`config.mk`:
```
export PLATFORM = sky130hd
export DESIGN_NAME = axi_lite_cmd_master
export DESIGN_NICKNAME = d
export VERILOG_FILES = /design/src/rtl/axi_lite_cmd_master.sv
export SDC_FILE = /design/constraint.sdc
export NUM_CORES = 1
export LEC_CHECK = 0
export ABC_AREA = 0
export BUFFER_PORTS_ARGS = -buffer_cell sky130_fd_sc_hd__clkbuf_2
export CORE_MARGIN = 2
export CORE_UTILIZATION = 51
export DETAILED_ROUTE_END_ITERATION = 10
export GPL_TIMING_DRIVEN = 0
export PLACE_DENSITY_LB_ADDON = 0.08
export SYNTH_ARGS = -nofsm -noshare
export SYNTH_HDL_FRONTEND = slang
export SYNTH_SLANG_ARGS = --single-unit
export TNS_END_PERCENT = 100
```
`constraint.sdc`:
```
create_clock -name M_AXI_ACLK -period 6.3 [get_ports M_AXI_ACLK]
set_input_delay 1.26 -clock M_AXI_ACLK [delete_from_list [all_inputs] [get_ports M_AXI_ACLK]]
set_output_delay 1.26 -clock M_AXI_ACLK [all_outputs]
set_load 0.01 [all_outputs]
```
`src/rtl/axi_lite_cmd_master.sv`:
```
// Single-outstanding AXI4-Lite master: turns one cmd_* request into an AXI
// write or read, and reports the response or a timeout abort on rsp_*.
module axi_lite_cmd_master #(
  parameter int C_M_AXI_DATA_WIDTH = 32,
  parameter int C_M_AXI_ADDR_WIDTH = 7,
  parameter int TIMEOUT_CYCLES     = 1024
) (
  input  logic                            M_AXI_ACLK,
  input  logic                            M_AXI_ARESET,
  input  logic                            cmd_valid,
  output logic                            cmd_ready,
  input  logic                            cmd_write,
  input  logic [C_M_AXI_ADDR_WIDTH-1:0]   cmd_addr,
  input  logic [C_M_AXI_DATA_WIDTH-1:0]   cmd_wdata,
  output logic                            rsp_valid,
  output logic [C_M_AXI_DATA_WIDTH-1:0]   rsp_rdata,
  output logic [1:0]                      rsp_resp,
  output logic                            rsp_timeout,
  output logic [C_M_AXI_ADDR_WIDTH-1:0]   M_AXI_AWADDR,
  output logic                            M_AXI_AWVALID,
  input  logic                            M_AXI_AWREADY,
  output logic [C_M_AXI_DATA_WIDTH-1:0]   M_AXI_WDATA,
  output logic [C_M_AXI_DATA_WIDTH/8-1:0] M_AXI_WSTRB,
  output logic                            M_AXI_WVALID,
  input  logic                            M_AXI_WREADY,
  input  logic [1:0]                      M_AXI_BRESP,
  input  logic                            M_AXI_BVALID,
  output logic                            M_AXI_BREADY,
  output logic [C_M_AXI_ADDR_WIDTH-1:0]   M_AXI_ARADDR,
  output logic                            M_AXI_ARVALID,
  input  logic                            M_AXI_ARREADY,
  input  logic [C_M_AXI_DATA_WIDTH-1:0]   M_AXI_RDATA,
  input  logic [1:0]                      M_AXI_RRESP,
  input  logic                            M_AXI_RVALID,
  output logic                            M_AXI_RREADY
);

  localparam int CNT_W = $clog2(TIMEOUT_CYCLES);
  localparam logic [CNT_W-1:0] CNT_LAST = CNT_W'(TIMEOUT_CYCLES - 1);

  typedef enum logic [2:0] {
    IDLE  = 3'd0,
    WRITE = 3'd1,
    WRESP = 3'd2,
    RADDR = 3'd3,
    RDATA = 3'd4
  } state_t;

  state_t                          state_r, state_s;
  logic [CNT_W-1:0]                cnt_r, cnt_s;
  logic                            cmd_ready_r, cmd_ready_s;
  logic                            awvalid_r, awvalid_s;
  logic                            wvalid_r, wvalid_s;
  logic                            bready_r, bready_s;
  logic                            arvalid_r, arvalid_s;
  logic                            rready_r, rready_s;
  logic [C_M_AXI_ADDR_WIDTH-1:0]   awaddr_r, awaddr_s;
  logic [C_M_AXI_ADDR_WIDTH-1:0]   araddr_r, araddr_s;
  logic [C_M_AXI_DATA_WIDTH-1:0]   wdata_r, wdata_s;
  logic                            rsp_valid_r, rsp_valid_s;
  logic [C_M_AXI_DATA_WIDTH-1:0]   rsp_rdata_r, rsp_rdata_s;
  logic [1:0]                      rsp_resp_r, rsp_resp_s;
  logic                            rsp_timeout_r, rsp_timeout_s;
  logic                            aw_done_s, w_done_s, finishing_s, expired_s;

  // Next-state and next-output logic for the transaction FSM
  always_comb begin
    state_s       = state_r;
    cnt_s         = cnt_r;
    awvalid_s     = awvalid_r;
    wvalid_s      = wvalid_r;
    bready_s      = bready_r;
    arvalid_s     = arvalid_r;
    rready_s      = rready_r;
    awaddr_s      = awaddr_r;
    araddr_s      = araddr_r;
    wdata_s       = wdata_r;
    rsp_valid_s   = 1'b0;
    rsp_rdata_s   = rsp_rdata_r;
    rsp_resp_s    = rsp_resp_r;
    rsp_timeout_s = rsp_timeout_r;

    // A channel is done once its VALID has been dropped or is handshaking now
    aw_done_s   = !awvalid_r || M_AXI_AWREADY;
    w_done_s    = !wvalid_r || M_AXI_WREADY;
    finishing_s = ((state_r == WRESP) && M_AXI_BVALID) ||
                  ((state_r == RDATA) && M_AXI_RVALID);
    expired_s   = (state_r != IDLE) && (cnt_r == CNT_LAST);

    if (expired_s && !finishing_s) begin
      state_s       = IDLE;
      awvalid_s     = 1'b0;
      wvalid_s      = 1'b0;
      bready_s      = 1'b0;
      arvalid_s     = 1'b0;
      rready_s      = 1'b0;
      rsp_valid_s   = 1'b1;
      rsp_timeout_s = 1'b1;
      rsp_resp_s    = 2'b10;
      rsp_rdata_s   = {C_M_AXI_DATA_WIDTH{1'b0}};
    end else begin
      case (state_r)
        IDLE: begin
          if (cmd_valid && cmd_ready_r) begin
            cnt_s    = {CNT_W{1'b0}};
            awaddr_s = cmd_addr;
            araddr_s = cmd_addr;
            wdata_s  = cmd_wdata;
            if (cmd_write) begin
              state_s   = WRITE;
              awvalid_s = 1'b1;
              wvalid_s  = 1'b1;
            end else begin
              state_s   = RADDR;
              arvalid_s = 1'b1;
            end
          end else begin
            state_s = IDLE;
          end
        end
        WRITE: begin
          cnt_s = cnt_r + CNT_W'(1);
          if (awvalid_r && M_AXI_AWREADY) begin
            awvalid_s = 1'b0;
          end else begin
            awvalid_s = awvalid_r;
          end
          if (wvalid_r && M_AXI_WREADY) begin
            wvalid_s = 1'b0;
          end else begin
            wvalid_s = wvalid_r;
          end
          if (aw_done_s && w_done_s) begin
            state_s  = WRESP;
            bready_s = 1'b1;
          end else begin
            state_s = WRITE;
          end
        end
        WRESP: begin
          cnt_s = cnt_r + CNT_W'(1);
          if (M_AXI_BVALID) begin
            state_s       = IDLE;
            bready_s      = 1'b0;
            rsp_valid_s   = 1'b1;
            rsp_resp_s    = M_AXI_BRESP;
            rsp_timeout_s = 1'b0;
          end else begin
            state_s = WRESP;
          end
        end
        RADDR: begin
          cnt_s = cnt_r + CNT_W'(1);
          if (M_AXI_ARREADY) begin
            state_s   = RDATA;
            arvalid_s = 1'b0;
            rready_s  = 1'b1;
          end else begin
            state_s = RADDR;
          end
        end
        RDATA: begin
          cnt_s = cnt_r + CNT_W'(1);
          if (M_AXI_RVALID) begin
            state_s       = IDLE;
            rready_s      = 1'b0;
            rsp_valid_s   = 1'b1;
            rsp_rdata_s   = M_AXI_RDATA;
            rsp_resp_s    = M_AXI_RRESP;
            rsp_timeout_s = 1'b0;
          end else begin
            state_s = RDATA;
          end
        end
        default: begin
          state_s   = IDLE;
          awvalid_s = 1'b0;
          wvalid_s  = 1'b0;
          bready_s  = 1'b0;
          arvalid_s = 1'b0;
          rready_s  = 1'b0;
        end
      endcase
    end

    cmd_ready_s = (state_s == IDLE);
  end

  // State and registered-output update with asynchronous reset
  always_ff @(posedge M_AXI_ACLK or posedge M_AXI_ARESET) begin
    if (M_AXI_ARESET) begin
      state_r       <= IDLE;
      cnt_r         <= {CNT_W{1'b0}};
      cmd_ready_r   <= 1'b0;
      awvalid_r     <= 1'b0;
      wvalid_r      <= 1'b0;
      bready_r      <= 1'b0;
      arvalid_r     <= 1'b0;
      rready_r      <= 1'b0;
      awaddr_r      <= {C_M_AXI_ADDR_WIDTH{1'b0}};
      araddr_r      <= {C_M_AXI_ADDR_WIDTH{1'b0}};
      wdata_r       <= {C_M_AXI_DATA_WIDTH{1'b0}};
      rsp_valid_r   <= 1'b0;
      rsp_rdata_r   <= {C_M_AXI_DATA_WIDTH{1'b0}};
      rsp_resp_r    <= 2'b00;
      rsp_timeout_r <= 1'b0;
    end else begin
      state_r       <= state_s;
      cnt_r         <= cnt_s;
      cmd_ready_r   <= cmd_ready_s;
      awvalid_r     <= awvalid_s;
      wvalid_r      <= wvalid_s;
      bready_r      <= bready_s;
      arvalid_r     <= arvalid_s;
      rready_r      <= rready_s;
      awaddr_r      <= awaddr_s;
      araddr_r      <= araddr_s;
      wdata_r       <= wdata_s;
      rsp_valid_r   <= rsp_valid_s;
      rsp_rdata_r   <= rsp_rdata_s;
      rsp_resp_r    <= rsp_resp_s;
      rsp_timeout_r <= rsp_timeout_s;
    end
  end

  assign cmd_ready     = cmd_ready_r;
  assign rsp_valid     = rsp_valid_r;
  assign rsp_rdata     = rsp_rdata_r;
  assign rsp_resp      = rsp_resp_r;
  assign rsp_timeout   = rsp_timeout_r;
  assign M_AXI_AWADDR  = awaddr_r;
  assign M_AXI_AWVALID = awvalid_r;
  assign M_AXI_WDATA   = wdata_r;
  assign M_AXI_WSTRB   = {(C_M_AXI_DATA_WIDTH/8){1'b1}};
  assign M_AXI_WVALID  = wvalid_r;
  assign M_AXI_BREADY  = bready_r;
  assign M_AXI_ARADDR  = araddr_r;
  assign M_AXI_ARVALID = arvalid_r;
  assign M_AXI_RREADY  = rready_r;

endmodule

```
Yosys cells after proc, flatten, opt, wreduce, memory -nomap -nowiden
Cells that the tools add are included.
{"block": "totals", "inputBits": 84, "reg_bits": 94, "out_inout_bits": 92, "elab_cells": 114}
{"block": "op_classes", "reduce_logical": 35, "add_sub_neg": 1, "n_bitwise": 1, "eq_ne": 19, "muxes": 44}
{"operator": "32-bit two-way mux", "count": 3}
{"operator": "3-bit != test (second input constant)", "count": 7}
{"operator": "1-bit two-way mux", "count": 20}
{"operator": "10-bit one-hot mux with 2 select lines", "count": 1}
{"operator": "1-bit one-hot mux with 3 select lines", "count": 5}
{"operator": "3-bit one-hot mux with 5 select lines", "count": 1}
{"operator": "3-bit AND reduction", "count": 5}
{"operator": "2-bit two-way mux", "count": 6}
{"operator": "3-bit two-way mux", "count": 4}
{"operator": "4-bit AND reduction", "count": 3}
{"operator": "3-bit OR reduction", "count": 4}
{"operator": "10-bit by 1-bit adder with 10-bit output (second input constant)", "count": 1}
{"operator": "10-bit == test (second input constant)", "count": 1}
{"operator": "10-bit two-way mux", "count": 1}
{"operator": "1-bit logical AND", "count": 8}
{"operator": "2-bit by 1-bit != test with 1-bit output (second input constant)", "count": 4}
{"operator": "3-bit by 2-bit == test with 1-bit output (second input constant)", "count": 2}
{"operator": "3-bit logical NOT", "count": 2}
{"operator": "3-bit by 2-bit != test with 1-bit output (second input constant)", "count": 2}
{"operator": "2-bit nonzero test", "count": 3}
{"operator": "3-bit nonzero test", "count": 2}
{"operator": "1-bit one-hot mux with 2 select lines", "count": 2}
{"operator": "2-bit one-hot mux with 2 select lines", "count": 1}
{"operator": "4-bit OR reduction", "count": 1}
{"operator": "7 further kinds", "count": 11}

Longest topological paths before layout
Gate-level depths: netlist of run 1.
{"block": "depth", "word_depth": 7, "mapped_depth": 8, "depth_no_buf": 6}

Least setup slack after synthesis of run 1
No wires, ideal clock.
{"block": "synth_timing", "path_type": "input to register", "startpoint": "in M_AXI_RVALID", "endpoint": "reg wvalid_r, in the netlist M_AXI_WVALID", "n_path_buf": 2, "setup_slack_ns": 3.809, "cell_stages": 7, "required_time_ns": 6.176, "arrival_ns": 2.368, "path_cell_list": "and4bb_1 > buf_4 > a41oi_2 > buf_2 > o31ai_1 > o31ai_1 > nand2_1"}
{"block": "synth_between", "elab_chain_cells": 6, "elab_cells_between_ends": 10, "classes_between": "eq/ne: 4; mux: 1; reduce/logical: 5"}
{"item": "start, declared", "line": "34", "text": "input logic M_AXI_RVALID,"}
{"item": "1-bit logical AND (*)", "line": "87", "text": "((state_r == RDATA) && M_AXI_RVALID);"}
{"item": "1-bit logical OR (*)", "line": "86", "text": "finishing_s = ((state_r == WRESP) && M_AXI_BVALID) ||"}
{"item": "1-bit logical NOT (*)", "line": "90", "text": "if (expired_s && !finishing_s) begin"}
{"item": "1-bit logical AND (*)", "line": "90"}
{"item": "3-bit != test (no source line) or 2-bit by 1-bit != test with 1-bit output (tied branches)"}
{"item": "4-bit AND reduction (no source line)"}
{"item": "end signal, assigned", "line": "212", "text": "wvalid_r <= wvalid_s;"}
{"item": "end, declared", "line": "53", "text": "logic wvalid_r, wvalid_s;"}
Mark *: on every way between the ends. The rest lies on a longest branch, timed or not.
A chain may end at the register's enable or synchronous reset.

Worst setup path after layout of run 1
{"block": "layout_timing", "startpoint": "in M_AXI_RVALID", "endpoint": "reg awvalid_r, in the netlist M_AXI_AWVALID"}
{"block": "layout_between", "elab_chain_cells": 6, "elab_cells_between_ends": 10, "classes_between": "eq/ne: 4; mux: 1; reduce/logical: 5"}
{"item": "1-bit logical AND (*)", "line": "87"}
{"item": "1-bit logical OR (*)", "line": "86"}
{"item": "1-bit logical NOT (*)", "line": "90"}
{"item": "1-bit logical AND (*)", "line": "90"}
{"item": "3-bit != test (no source line) or 2-bit by 1-bit != test with 1-bit output (tied branches)"}
{"item": "4-bit AND reduction (no source line)"}
{"item": "end signal, assigned", "line": "211", "text": "awvalid_r <= awvalid_s;"}
{"item": "end, declared", "line": "52", "text": "logic awvalid_r, awvalid_s;"}
Marks and branches as above.

==> metrics, run 1 <==
worst r2r path cells=7; clk_lat worst skew=0.35 ns; Critical Path RT=6.53 ns; status=finished clean; main combinational cell family by area after synthesis=simple AND/OR/NAND/NOR gates; drt pass-1 iters=4; Clock transition at path regs=0.09 ns; Residual DRC=0; routed via count=3452; first-pass GRT wire length=14700 um; Post-Synth Adder-Cell Area=0.3037%; die extent in x=93.88 um; Hold Path End=M_AXI_WDATA[14]; startpoint types=primary input; boundary pin count=176; Final Cycle Share=37.93%; pin count of the biggest net entering global routing=63; RSZ-0062 raised after global routing=no; pre-CTS setup slack=3.546 ns; port bufs=171; R2R Path End=cnt_r[0]; Compound-Gate Fraction of Synth Area=6.620%; Starting Density=53.04%; Max Root-Sink Buffers=2; setup slack, reg-to-reg=4.09 ns; vias in the first global route=3227; Leakage=2.918 nW; wire per inst=13.11 um; die area=8813 um^2; Hold Startpoint=M_AXI_WDATA[14]; pwr dens=436.7 nW/um^2; CTS Buf Count=9; clk root buf=clkbuf_8; Worst Path Arrival=2.61 ns; Synth cell types=45; number of hold buffers added after cts=0; final net count=691; Synth Area in Simple Gates=21.11%; Slew Limit Headroom=59.62%; Max Freq=418.5 MHz; Synth Register Bits=94; worst-margin pin slew=0.5905 ns; multiplexer share of the synthesized area=8.533%; global-route usage over all layers=21.06%; Hold Crit Class=flop to flop; syn_area_per_cell=9.810 um^2; vias per std cell=4.842; XOR/XNOR share of the synthesized area=0.6377%; Setup TNS Final=0 ns; GRT overflow=0; Hold Crit Depth=2; CTS H-tree lvls=3; # diodes=0; ys async rst share=100.0%; share of layout cells above drive strength 1=35.84%; hpwl dp=7034 um; Worst Path Max Fanout=10; clock skew=0.008953 ns; synth warn=0; cell count after synthesis=420; GP Congestion=0.7799; TritonCTS clock tree=done; Final Max Slew Viols=0; post-route ant nets=0; ys flop type=dfrtp_1; setup violators final=0; EDFF count, synth=0; CTS sink cnt=94; post-synthesis sequential area ratio=57.09%; postcts setup bufs=0; crit path capture type=flop; Final min period=2.390 ns; DIE HEIGHT=93.88 um; Post-CTS Resized=0; DRT Wirelength=9345 um; fin worst setup slack=3.910 ns; Hold Vio Cnt, Final=0; Reg-to-Reg Start=cnt_r[0]; initial drt markers=131; area delta synth->final=30.31%; core area=7767 um^2; Max Cap Viol=0; Site Rows=32; synthesized area=4120 um^2; maximum VDD drop=0.2375 mV; number of antenna violations at the first check in global routing=0; Critical Setup Path Class=primary input to flop
-- placed cells by master, fill, tap and decap left out, types with 2 or more instances in the layout --
cell        netlist  routed
a21oi_1          10      10
a31oi_1           2       2
and2_1            4       4
and3_1            2       2
buf_1             4       4
buf_2            11      11
buf_4            13      13
bufinv_16         0       2
clkbuf_1          6       7
clkbuf_2          0     171
clkbuf_8          0      10
clkinvlp_4        0       3
conb_1            1       4
dfrtp_1          94      94
inv_1            11      10
mux2i_1          34      34
nand2_1         127     127
nand3_1           8       8
nand4_1           2       2
nor2_1           42      42
nor3_1            4       4
o211ai_1          3       3
o21ai_0           6       6
o31ai_1           5       5
or3_1             3       3
or4_1             3       3
xnor2_1           3       3
-- worst max-delay path by stage --
stage | slack (ns) | to | startpoint
after floorplan | 2.59 | M_AXI_ARADDR[0] | M_AXI_ARESET
after global placement | 1.55 | rsp_rdata[25] | M_AXI_ARESET
after detailed placement | 3.55 | cnt_r[3] | cmd_valid
after CTS | 3.91 | cnt_r[2] | cmd_valid
after global routing | 3.75 | M_AXI_WVALID | M_AXI_RVALID
final | 3.91 | M_AXI_AWVALID | M_AXI_RVALID
-- where the power goes --
group | leakage (nW) | switching (mW) | internal, mW
clock network | 0.102 | 0.203 | 0.235
registers | 1.20 | 0.144 | 0.839
logic | 1.62 | 0.530 | 0.395
total | 2.92 | 0.876 | 1.47
-- cells by family (layout without fill, tap and decap cells) --
group | count (synthesis) | in the layout
AOI/OAI and AO/OA | 39 | 39
xor gates and xnor gates | 3 | 3
adders and majority gates | 1 | 1
buffers and inverters | 45 | 233
DFF | 94 | 94
muxes | 35 | 35
other | 1 | 4
and+or+nand+nor | 202 | 202
-- synth_stat cells, types with 2 or more instances --
library cell  count  share of area, %
mux2i_1          34               8.3
nor3_1            4              0.49
o31ai_1           5              0.91
o211ai_1          3              0.55
and3_1            2              0.30
nand3_1           8              0.97
buf_1             4              0.36
buf_4            13               2.4
a31oi_1           2              0.30
nor2_1           42               3.8
clkbuf_1          6              0.55
nand4_1           2              0.30
a21oi_1          10               1.2
xnor2_1           3              0.64
buf_2            11               1.3
or4_1             3              0.55
nand2_1         127                12
or3_1             3              0.46
dfrtp_1          94                57
and2_1            4              0.61
inv_1            11               1.0
o21ai_0           6              0.73
-- state kept, by name, summed over array words and instances, names as in the netlist --
register	flops
M_AXI_BREADY	1
M_AXI_WDATA	32
M_AXI_AWVALID	1
M_AXI_ARVALID	1
rsp_rdata	32
M_AXI_ARADDR	7
M_AXI_WVALID	1
rsp_timeout	1
M_AXI_RREADY	1
cmd_ready	1
rsp_valid	1
state_r	3
cnt_r	10
rsp_resp	2
-- routing by layer --
layer  track usage [%]  share of wire, %  up-vias
met5                 0                 0        -
met4             5.314               1.2        0
met3             7.544               8.3       10
met2             34.29                47      138
met1             26.95                43     1574
li1                  -                 -     1730
-- per-stage QoR --
| step | cells | hold WS (ns) | util [%] | cell area [um^2] | power (mW) |
|---|---|---|---|---|---|
| 2_1_floorplan | 423 | 0.5111 | - | 4131 | 1.537 |
| 3_3_place_gp | 696 | 0.4578 | 65.85 | 5115 | 1.895 |
| 3_5_place_dp | 697 | 0.4611 | 66.24 | 5145 | 1.933 |
| 4_1_cts | 713 | 0.4831 | 69.12 | 5369 | 2.372 |
| 5_1_grt | 713 | 0.5074 | 69.12 | 5369 | 2.531 |
| 6_report | 713 | 0.4780 | 69.12 | 5369 | 2.345 |
-- layout make-up --
cell class              count  area (um^2)
plain buffers              34        190.2
clock buffers              11        141.4
clock inverters             5        82.58
fillers                   659         2399
inverters                  11        43.79
multi-input cells         284         1548
flip-flops and latches     94         2352
well taps                 102        127.6
repair buffers            172        883.3
-- critical path: stages --
cell and delay (ns):
clkbuf_2 0.09, and4bb_1 0.18, buf_4 0.16, a41oi_2 0.22, buf_2 0.27, o31ai_1 0.12
o31ai_1 0.24, nand2_1 0.07
No activity file was read; power rests on OpenSTA's default activity.
==> run 2, diff against run 1 <==
--- a/config.mk
+++ b/config.mk
@@ -5,10 +5,10 @@
 export SDC_FILE = /design/constraint.sdc
 export NUM_CORES = 1
 export LEC_CHECK = 0
-export ABC_AREA = 0
+export ABC_AREA = 1
 export BUFFER_PORTS_ARGS = -buffer_cell sky130_fd_sc_hd__clkbuf_2
 export CORE_MARGIN = 2
-export CORE_UTILIZATION = 51
+export CORE_UTILIZATION = 48
 export DETAILED_ROUTE_END_ITERATION = 10
 export GPL_TIMING_DRIVEN = 0
 export PLACE_DENSITY_LB_ADDON = 0.08
==> constraint.sdc (replaced) <==
create_clock -name M_AXI_ACLK -period 2.3 [get_ports M_AXI_ACLK]
set_input_delay 0.46 -clock M_AXI_ACLK [delete_from_list [all_inputs] [get_ports M_AXI_ACLK]]
set_output_delay 0.46 -clock M_AXI_ACLK [all_outputs]
set_load 0.01 [all_outputs]
==> metrics, run 2 <==
synthesized area=4170 um^2 (+1.2%); Cell Chain, Critical Path=ha_1, nand2_1, nor2_2, inv_1, nor3_2, nand2_2, buf_2, nand3_1, o21ai_0; Hold Vio Cnt, Final=0 (unchanged); status=finished clean; Residual DRC=0 (unchanged); Hold Crit Class=primary input to asynchronous set/reset pin; Worst Path Arrival=2.15 ns (-0.46 ns); GP Congestion=0.8694 (+11%); routed via count=3819 (+11%); syn_area_per_cell=8.442 um^2 (-14%); GRT overflow=0 (unchanged); Site Rows=34 (+6.3%); setup violators final=0 (unchanged); worst hold margin=0.1523 ns (-0.3257 ns); postcts setup bufs=0 (unchanged); max incr delay on CP=0.40 ns (+0.13 ns); pin count of the biggest net entering global routing=36 (-43%); Final min period=1.917 ns; Max Cap Viol=0 (unchanged); boundary pin count=176 (unchanged); pwr dens=1297 nW/um^2 (+200%); total design power=7.095 mW (+200%); area delta synth->final=31.14%; CTS H-tree lvls=3 (unchanged); Synth area leader=dfrtp_1; most common cell after layout, fill and taps aside=clkbuf_2; startpoint types=flop; most frequent cells in the layout=clkbuf_2, nand2_1, dfrtp_1, inv_1, nand3_1; die area=9450 um^2 (+7.2%); hpwl dp=7702 um (+9.5%); synth warn=0 (unchanged); wire per inst=12.78 um (-2.5%); first-pass GRT wire length=16980 um (+16%); Slowest cell on crit path=dfrtp_1; Critical Setup Path Class=flop to flop; EDFF count, synth=0 (unchanged); final net count=766 (+11%); synth cell count leaders=nand2_1, dfrtp_1, inv_1, nand3_1, o21ai_0; vias per std cell=4.810 (-0.65%); Final Cycle Share=83.34%; Synth Register Bits=94 (unchanged); maximum VDD drop=0.6048 mV (+150%); Synth top area share=56.41% (-0.69 points); drt pass-1 iters=5 (+1); clk root buf=clkbuf_8; initial drt markers=175 (+34%); core area=8551 um^2 (+10%); Inst Count DP=778 (+12%); Setup TNS Final=0 ns (unchanged); CTS sink cnt=94 (unchanged); clk_lat worst skew=0.36 ns (about the same); Leakage=3.174 nW (+8.8%); ys flop type=dfrtp_1; DRT Wirelength=10150 um (+8.6%); Critical Path RT=2.54 ns (-3.99 ns); die extent in x=97.21 um (+3.5%); post-route ant nets=0 (unchanged); # diodes=0 (unchanged); ys async rst share=100.0% (unchanged); RSZ-0062 raised after global routing=no; worst-margin pin slew=0.6285 ns (+0.03802 ns); DIE HEIGHT=97.21 um (+3.5%); fillers=767 (+16%); post-synthesis sequential area ratio=56.41% (-0.69 points); Post-CTS Resized=0 (unchanged); Slew Limit Headroom=58.01% (-1.6 points); filler-free cell count of the finished design=794 (+11%); CTS Buf Count=9 (unchanged); cell count after synthesis=494 (+18%); vias in the first global route=3614 (+12%); Final Max Slew Viols=0 (unchanged); TritonCTS clock tree=done; count leader, synth=nand2_1; Synth cell types=33 (-27%); crit path capture type=flop; number of antenna violations at the first check in global routing=0 (unchanged); port bufs=171 (unchanged); clock skew=0.01085 ns (+0.001895 ns); number of hold buffers added after cts=0 (unchanged); Clock transition at path regs=0.10 ns (about the same); Starting Density=48.77% (-4.3 points); Max Freq=521.7 MHz; Worst Path Max Fanout=10 (unchanged); global-route usage over all layers=21.90% (+0.83 points); share of layout cells above drive strength 1=32.94% (-2.9 points); Max Root-Sink Buffers=2 (unchanged); synth top area cells=dfrtp_1, nand2_1, nand3_1, inv_1, o21ai_0
[run 2: kinds of logic (layout without fill, tap and decap cells)]
family                   after synthesis  in the layout  share of synthesized area (%)
XOR/XNOR                               6              6                          1.260
adder cells (fa/ha/maj)                1              1                         0.3000
AND/OR/NAND/NOR                      244            244                          24.96
AO/OA/AOI/OAI                         57             57                          7.411
buffers and inverters                 91            280                          9.571
other                                  1              4                        0.08992
flip-flops                            94             94                          56.41
[run 2: worst paths after layout]
path | from | to | slack (ns) | depth (start not counted)
max | cnt_r[0] | rsp_rdata[16] | 0.38 | 9
max in group asynchronous | M_AXI_ARESET | M_AXI_AWVALID | 1.32 | 4
max reg2reg | cnt_r[0] | rsp_rdata[16] | 0.38 | 9
min reg2reg | M_AXI_WDATA[3] | M_AXI_WDATA[3] | 0.48 | 2
min in group M_AXI_ACLK | cmd_wdata[25] | M_AXI_WDATA[25] | 0.29 | 3
min | M_AXI_ARESET | M_AXI_WDATA[28] | 0.15 | 2
[run 2: power breakdown]
part	leakage [nW]	switching, mW	internal, mW	total, mW
clock	0.124	0.594	0.760	1.35
sequential	1.20	0.469	2.39	2.86
combinational	1.85	1.70	1.19	2.89
total	3.17	2.76	4.34	7.09
[run 2: worst max-delay path, delay by kind of cell (launching register included)]
family	cells	cell delay, ns
adder cells (fa/ha/maj)	1	0.22
flip-flops	1	0.40
AO/OA/AOI/OAI	1	0.09
AND/OR/NAND/NOR	5	0.77
buffers and inverters	2	0.31
[run 2: layer usage]
| metal | GRT usage, % | share of wire [%] |
|---|---|---|
| met5 | 0 | 0 |
| met4 | 5.662 | 1.0 |
| met3 | 6.187 | 7.0 |
| met2 | 34.88 | 48 |
| met1 | 29.90 | 44 |
[run 2: area by class of cell]
cell class	instances	area, um^2	area share [%]
inverter	61	232.7	4.255
clock inverter	6	115.1	2.105
buffer	30	170.2	3.111
timing repair buffer	173	895.9	16.38
clock buffer	10	137.6	2.517
sequential	94	2352	43.01
tap	108	135.1	2.471
multi-input combinational	312	1430	26.15
[run 2: per-stage QoR]
step	util, %	instance area [um^2]	worst slack (ns)
finish	63.96	5469	0.3832
floorplan	-	4185	0.7343
detailed placement	61.00	5216	0.3700
CTS	63.96	5469	0.3593
global placement	60.54	5176	0.09426
global route	63.96	5469	0.1812
==> run 3, diff against run 2 <==
--- a/config.mk
+++ b/config.mk
@@ -8,7 +8,7 @@
 export ABC_AREA = 1
 export BUFFER_PORTS_ARGS = -buffer_cell sky130_fd_sc_hd__clkbuf_2
 export CORE_MARGIN = 2
-export CORE_UTILIZATION = 48
+export CORE_UTILIZATION = 43
 export DETAILED_ROUTE_END_ITERATION = 10
 export GPL_TIMING_DRIVEN = 0
 export PLACE_DENSITY_LB_ADDON = 0.08
==> constraint.sdc (replaced) <==
create_clock -name M_AXI_ACLK -period 1.6 [get_ports M_AXI_ACLK]
set_input_delay 0.32 -clock M_AXI_ACLK [delete_from_list [all_inputs] [get_ports M_AXI_ACLK]]
set_output_delay 0.32 -clock M_AXI_ACLK [all_outputs]
set_load 0.01 [all_outputs]
==> metrics, run 3 (synthesized netlist as in run 2, its figures left out) <==
port bufs=171 (unchanged); global-route usage over all layers=20.68% (-1.2 points); share of layout cells above drive strength 1=44.35% (+11 points); Inst Count DP=799 (+2.7%); Final Max Slew Viols=0 (unchanged); clk_lat worst skew=0.36 ns (about the same); number of antenna violations at the first check in global routing=0 (unchanged); # diodes=0 (unchanged); final net count=788 (+2.9%); Final min period=1.623 ns (-0.2937 ns); routed via count=3927 (+2.8%); most frequent cells in the layout=clkbuf_2, nand2_1, dfrtp_1, inv_1, buf_4; register area=2355 um^2 (+0.11%); DIE HEIGHT=102.5 um (+5.4%); CTS H-tree lvls=3 (unchanged); Leakage=3.392 nW (+6.9%); status=finished, violations left; cell family with most CP delay=simple AND/OR/NAND/NOR gates; TritonCTS clock tree=done; Max Freq=616.1 MHz (+18%); met3 usage=4.925% (-1.3 points); fillers=858 (+12%); clock skew=0.01532 ns (+0.004473 ns); Crit path buffers/inverters=2 (unchanged); most common cell after layout, fill and taps aside=clkbuf_2; initial drt markers=147 (-16%); first-pass GRT wire length=17110 um (+0.78%); GRT overflow=0 (unchanged); die extent in x=102.5 um (+5.4%); area delta synth->final=42.36%; hpwl dp=7922 um (+2.9%); setup violators final=17 (+17); DRT Wirelength=10950 um (+7.9%); gr busiest metal=met2; Critical Setup Path Class=flop to flop; Cell Chain, Critical Path=ha_2, nand2_2, nor2_4, inv_2, nor3_4, nand2_4, buf_6, nand3_1, o21ai_0; Final Cycle Share=101.4% (+18 points); GP Congestion=0.8353 (-3.9%); failing checks=setup timing; pin count of the biggest net entering global routing=38 (+5.6%); Clock transition at path regs=0.10 ns (about the same); boundary pin count=176 (unchanged); drt pass-1 iters=5 (unchanged); startpoint types=flop; maximum VDD drop=0.8195 mV (+35%); worst hold margin=0.01869 ns (-0.1336 ns); wire per inst=13.08 um (+2.4%); core area=9328 um^2 (+9.1%); post-route ant nets=0 (unchanged); crit path capture type=flop; pwr dens=1761 nW/um^2 (+36%); area of the multi-input gates=1709 um^2 (+20%); die area=10500 um^2 (+11%); Residual DRC=0 (unchanged); Worst Path Arrival=1.87 ns (-0.28 ns); met1 Use GR=27.28% (-2.6 points); Critical Path RT=1.84 ns (-0.70 ns); met2 capacity usage during global routing=33.74% (-1.1 points); Max Cap Viol=0 (unchanged); fin worst setup slack=-0.02307 ns (-0.4063 ns); pre-CTS setup slack=-0.3027 ns (-0.6727 ns); max incr delay on CP=0.37 ns (-0.03 ns); Worst Path Max Fanout=10 (unchanged); vias in the first global route=3636 (+0.61%); Slew Limit Headroom=57.27% (-0.74 points); Slowest cell on crit path=dfrtp_1; Hold Crit Class=primary input to asynchronous set/reset pin; RSZ-0062 raised after global routing=yes; number of hold buffers added after cts=0 (unchanged); clk root buf=clkbuf_8; filler-free cell count of the finished design=837 (+5.4%); Max Root-Sink Buffers=2 (unchanged); CTS sink cnt=94 (unchanged); CTS Buf Count=9 (unchanged); worst-margin pin slew=0.6396 ns (+0.01110 ns); Site Rows=35 (+2.9%); Starting Density=44.71% (-4.1 points); Hold Vio Cnt, Final=0 (unchanged); vias per std cell=4.692 (-2.5%)
-- run 3: repair_timing --
action,CTS,global route
gates resized for setup,56,80
setup endpoints to repair,87,88
pin swaps,9,8
setup buffers,12,8
cloned,4,0
-- run 3: where the power goes --
part	internal, mW	leakage (nW)	switching (mW)	total (mW)
sequential	3.43	1.20	0.719	4.15
combinational	2.13	2.11	2.71	4.83
clock	0.622	0.0837	0.844	1.47
-- run 3: layer usage --
metal	vias to the layer above	part of all wire [%]
met5	-	0
met4	0	1.1
met3	13	6.5
met2	133	49
met1	1825	43
li1	1956	-
-- run 3: final cells by class --
cell class,instances,area share [%]
flip-flops and latches,94,39.66
multi-input cells,313,28.79
repair buffers,196,18.31
inverters,61,4.004
plain buffers,28,3.414
well taps,129,2.719
clock buffers,11,2.381
clock inverters,5,0.7165
-- run 3: worst paths after layout --
path	to	start	slack, ns	cells after the start
max	rsp_rdata[1]	cnt_r[0]	-0.02	9
min	M_AXI_WDATA[9]	M_AXI_ARESET	0.02	2
max in group asynchronous	cnt_r[6]	M_AXI_ARESET	0.76	4
min reg2reg	M_AXI_WDATA[27]	M_AXI_WDATA[27]	0.47	2
max reg2reg	rsp_rdata[1]	cnt_r[0]	-0.02	9
min in group M_AXI_ACLK	M_AXI_WDATA[13]	cmd_wdata[13]	0.16	3
-- run 3: through the flow --
stage	area [um^2]	total power [mW]	utilization, %	setup TNS [ns]
after floorplan	4185	6.548	-	0
after global placement	5202	8.192	55.77	-55.83
after detailed placement	5243	8.334	56.20	-14.43
after CTS	5659	10.10	60.67	-1.900
after global routing	5937	11.31	63.65	-3.530
final	5937	10.45	63.65	-0.1755
